### src/rtl/pipe_stage_reg.sv
// pipe_stage_reg: valid/ready pipeline stage with optional 2-entry skid buffer, flush and saturating stall counter
module pipe_stage_reg #(
  parameter int DATA_W = 32,
  parameter int SKID   = 1,
  parameter int CNT_W  = 16
) (
  input  logic              clk,
  input  logic              reset,
  input  logic              flush,
  input  logic              in_valid,
  output logic              in_ready,
  input  logic [DATA_W-1:0] in_data,
  output logic              out_valid,
  input  logic              out_ready,
  output logic [DATA_W-1:0] out_data,
  output logic [CNT_W-1:0]  stall_cnt
);
  logic              main_v, skid_v;
  logic [DATA_W-1:0] main_d, skid_d;
  logic              in_xfer, out_xfer;
  // with SKID=1 ready comes straight from a flop, cutting the out_ready path
  assign in_ready  = (SKID != 0) ? !skid_v : (!main_v || out_ready);
  assign in_xfer   = in_valid && in_ready;
  assign out_xfer  = main_v && out_ready;
  assign out_valid = main_v;
  assign out_data  = main_d;
  always_ff @(posedge clk or posedge reset) begin
    if (reset) begin
      main_v <= 1'b0;
      skid_v <= 1'b0;
      main_d <= '0;
      skid_d <= '0;
    end else if (flush) begin
      main_v <= 1'b0;
      skid_v <= 1'b0;
      main_d <= '0;
      skid_d <= '0;
    end else if (skid_v) begin
      if (out_xfer) begin
        main_d <= skid_d;
        skid_v <= 1'b0;
      end
    end else if (in_xfer) begin
      if (!main_v || out_ready) begin
        main_d <= in_data;
        main_v <= 1'b1;
      end else begin
        skid_d <= in_data;
        skid_v <= 1'b1;
      end
    end else if (out_xfer) begin
      main_v <= 1'b0;
    end
  end
  always_ff @(posedge clk or posedge reset) begin
    if (reset)
      stall_cnt <= '0;
    else if (main_v && !out_ready && !flush && stall_cnt != '1)
      stall_cnt <= stall_cnt + CNT_W'(1);
  end
endmodule

### config.mk
export PLATFORM = sky130hd
export DESIGN_NAME = pipe_stage_reg
export DESIGN_NICKNAME = d
export VERILOG_FILES = /design/src/rtl/pipe_stage_reg.sv
export SDC_FILE = /design/constraint.sdc
export NUM_CORES = 1
export LEC_CHECK = 0
export ABC_AREA = 1
export CORE_UTILIZATION = 51
export CTS_CLUSTER_SIZE = 14
export DETAILED_ROUTE_END_ITERATION = 12
export PLACE_DENSITY = 0.81
export SLEW_MARGIN = 20
export SYNTH_ARGS = -nofsm -noshare
export SYNTH_HDL_FRONTEND = slang
export SYNTH_SLANG_ARGS = --single-unit
export TNS_END_PERCENT = 1
### constraint.sdc
create_clock -name clk -period 3.19 [get_ports clk]
set_clock_uncertainty 0.05 [all_clocks]
set_input_delay 0.638 -clock clk [delete_from_list [all_inputs] [get_ports clk]]
set_output_delay 0.638 -clock clk [all_outputs]
set_load 0.01 [all_outputs]
* Word level (Yosys, flattened, before mapping) *
Index checks and enable logic that the tools add are counted.

operators by class
  $add $sub $neg = 1
  equality and inequality tests = 5
  multiplexer cells = 19
  reduce and logical (&&, ||, !) cells = 17

operators with widths
  operator                                        count
  two-way mux 32 bit                              9
  adder 16 x 1 -> 16 bit (second input constant)  1
  != test 16 bit (second input constant)          1
  two-way mux 1 bit                               10
  AND reduction 3 bit                             3
  nonzero test 3 bit                              3
  != test 3 x 2 -> 1 bit (second input constant)  2
  logical AND 1 bit                               5
  zero test 1 bit                                 4
  != test 2 bit (second input constant)           2
  nonzero test 2 bit                              1
  logical OR 1 bit                                1

word-level totals
  register bits = 82
  input bits = 37
  output and inout bits = 50
  logic and storage cells = 47

* Logic depth before layout (Yosys ltp) *
  depth in word-level cells = 6
  gate-level depth with buffers = 9
  depth with buffers taken out = 8

* Worst setup path after synthesis *
Ideal clock, no wire load.

  kind = input to register
  from = in out_ready
  to = reg main_d[0], in the netlist out_data[0]
  setup time = 0.123 ns
  data arrival time = 1.374 ns
  data required time = 3.017 ns
  setup slack = 1.643 ns
  stages on the path = 7
  path buffers = 1
  path through = inv_1 -> nand2_1 -> o21ai_2 -> nor2_4 -> buf_4 -> nand2_1 -> nand2_1

on the way
  cells in the longest elaborated chain, start to end = 3
  elaborated cells between the ends (all ways) = 5
  classes of those cells = 1 x eq/ne; 4 x reduce/logical

RTL lines
  element                                                                        line    text
  from (decl)                                                                    14      input logic out_ready,
  logical AND 1 bit / logical OR 1 bit (equally long branches)                   24, 44
  != test 3 x 2 -> 1 bit (no line) / nonzero test 3 bit (equally long branches)  n/a
  AND reduction 3 bit (no line) *                                                n/a
  to (signal assigned)                                                           40      main_d <= skid_d;
  to (signal assigned)                                                           45      main_d <= in_data;
  to (decl)                                                                      19      logic [DATA_W-1:0] main_d, skid_d;

Mark *: on every way between the ends. The rest lies on a longest branch, timed or not.
A chain may end at the register's enable or synchronous reset.

* Final worst setup path *
  from = in flush
  to = reg main_d[22], in the netlist out_data[22]

on the way
  cells in the longest elaborated chain, start to end = 2
  elaborated cells between the ends (all ways) = 5
  classes of those cells = 1 x eq/ne; 1 x mux; 3 x reduce/logical

RTL lines
  element                                                                        line  text
  from (decl)                                                                    9     input logic flush,
  != test 3 x 2 -> 1 bit (no line) / nonzero test 3 bit (equally long branches)  n/a
  AND reduction 3 bit (no line)                                                  n/a

Parallel ways exist; a longest one is shown, timed or not.

==> flow_summary.toml <==
[placement]
place.port_buffers = 86
dp_cells = 647
place_congestion = 0.844
dp_hpwl_mm = 6.16

[detailed_routing]
wirelength_mm = 9.41
drt-initial-drc-count = 369
vias = 3557
antenna_left = 0
wire_per_inst_um = 14.2
first_pass_iters = 5
drc_errors = 0
vias_per_cell = 5.37

[global_route]
grt_max_degree = 53
antenna_found_initial = 0
use_met3_pct = 4.20
grt_pass1_vias = 3396
grt_pass1_wl_mm = 15.5
grt_most_used_layer = "met2"
track_usage_pct = 25.5
grt_use_met2_pct = 40.8
use_met1_pct = 34.5
grt_overflow_total = 0

[clock_tree]
cts_buffer_depth = 2
insertion_delay_ns = 0.36
cts_hold_buffers = 0
numCtsBuffers = 9
cts_tree = "yes"
cts_setup_buffers = 0
h-tree-depth = 3
cts_sinks = 82
cts-root-buf = "clkbuf_8"
cts.clk_slew.worst_paths_ns = 0.09
cts_resized = 0

[sta]
finalSetupTns_ns = 0
fmax_mhz = 453
min_period_over_period_pct = 69.3
worstMarginPinSlew_ns = 0.747
rsz0062_at_grt = "false"
finalCriticalPeriod_ns = 2.21
slew_violations = 0
maxSlewHeadroom_pct = 50.0
hold_slack_ns = 0.451
setup_viol = 0
hold_viol_final = 0

[power_and_ir_drop]
p_leak_nw = 2.41
power.density_nw_per_um2 = 470
irDropWorstVdd_mv = 0.310

[synth]
syn-instance-count = 478
ys_seq_elements = 82
yosys_warnings = 0
yosysUniqueCellTypes = 25
syn_nets = 516
netlist_area_um2 = 3920
yosysSeqAreaShare_pct = 52.4
syn_avg_cell_area_um2 = 8.20

[floorplan]
dieWidth_um = 89.6
core_um2 = 7330
rows = 31
initial_utilization_pct = 53.4
ioPinCount = 87
die_y_um = 89.6
die_area_um2 = 8040

[final_layout]
final_common_cell = "nand2_1"
nNetsFinal = 597
syn_to_final_growth_pct = 29.0
layout_common_cells = "139 x nand2_1, 86 x clkdlybuf4s50_1, 82 x dfrtp_1, 81 x inv_1, 64 x o22ai_1"
layout-drive-gt1-share_pct = 6.38
final_core_util_pct = 68.9
antennaDiodeCount = 0
finalNonFillerCells = 663

[worst_setup_path]
worstRegToRegCells = 8
cp.arrival_ns = 2.44
critPathKind = "primary input to register"
start_kind = "primary input"
endpoint_kind = "register"
cp_slowest_cell = "clkdlybuf4s50_1"
crit_chain = "clkdlybuf4s50_1 > inv_2 > nand3_1 > o21ai_2 > nor2_4 > nand2_1 > nand2_1"
required_ns = 3.42
worst_path_most_repeated_cell = "nand2_1"
path_max_fanout = 32
crit_path_max_incr_delay_ns = 0.64

[hold_path]
hp-class = "register to register"
hold_path_depth = 2

[run]
max_cap_violations = 0

[status]
status = "complete, no violations"
==> registers in the layout, summed over array words and instances, names as in the netlist <==
signal	flops
stall_cnt	16
out_data	32
out_valid	1
skid_v	1
skid_d	32
==> power by group <==
group / switching (mW) / internal (mW)
clock: 0.383 / 0.388
sequential: 0.0592 / 1.11
combinational: 0.219 / 0.213
total: 0.662 / 1.71
==> path summary, 6_finish.rpt <==
kind	start	slack [ns]	end
max	flush	0.98	out_data[22]
min	out_data[11]	0.45	out_data[11]
max reg2reg	stall_cnt[0]	1.14	stall_cnt[1]
min reg2reg	out_data[11]	0.45	out_data[11]
max in group asynchronous	reset	1.84	out_data[22]
min in group asynchronous	reset	0.60	skid_d[21]
==> worst max-delay path: cells and delay by family <==
| kind | cells | cell delay [ns] |
|---|---|---|
| and+or+nand+nor | 4 | 0.95 |
| buffers and inverters | 2 | 0.75 |
| AOI/OAI and AO/OA | 1 | 0.10 |
==> through the flow <==
step	area (um^2)	worst slack, ns	power [mW]
2_1_floorplan	3920	0.394	1.39
3_3_place_gp	4850	0.708	1.61
3_5_place_dp	4850	0.615	1.62
4_1_cts	5050	0.982	2.39
5_1_grt	5050	0.811	2.48
6_report	5050	0.981	2.37
==> cell usage after synthesis, drive strengths merged <==
library cell  number  area [um^2]
o221ai             1         8.76
xor2               4         35.0
nand3             14         70.1
o21ai             34          174
nor2              21          104
inv               85          319
dfrtp             82         2050
o22ai             64          400
xnor2              3         26.3
nand2            141          534
ha                 1         12.5
clkbuf             9         41.3
nor3               1         10.0
buf               14         90.1
nand4              4         40.0
==> cell families after synthesis <==
family / Yosys count / share of synthesized area [%]
xor+xnor: 7 / 1.57
simple gates: 181 / 19.4
fa+ha+maj: 1 / 0.319
flops: 82 / 52.4
buf+inv: 108 / 11.5
compound gates: 99 / 14.9
==> layer usage <==
metal | up-vias | routed length, um
li1 | 1695 | -
met1 | 1702 | 4080
met2 | 146 | 4510
met3 | 14 | 663
met4 | 0 | 157
met5 | - | 0
==> layout make-up <==
| type | count | area [um^2] |
|---|---|---|
| clock buffer | 11 | 141 |
| clock inverter | 5 | 63.8 |
| fill | 552 | 2280 |
| inverter | 85 | 320 |
| multi-input combinational | 288 | 1430 |
| sequential | 82 | 2050 |
| tap | 99 | 124 |
| timing repair buffer | 93 | 926 |
No activity file was read; power rests on OpenSTA's default activity.
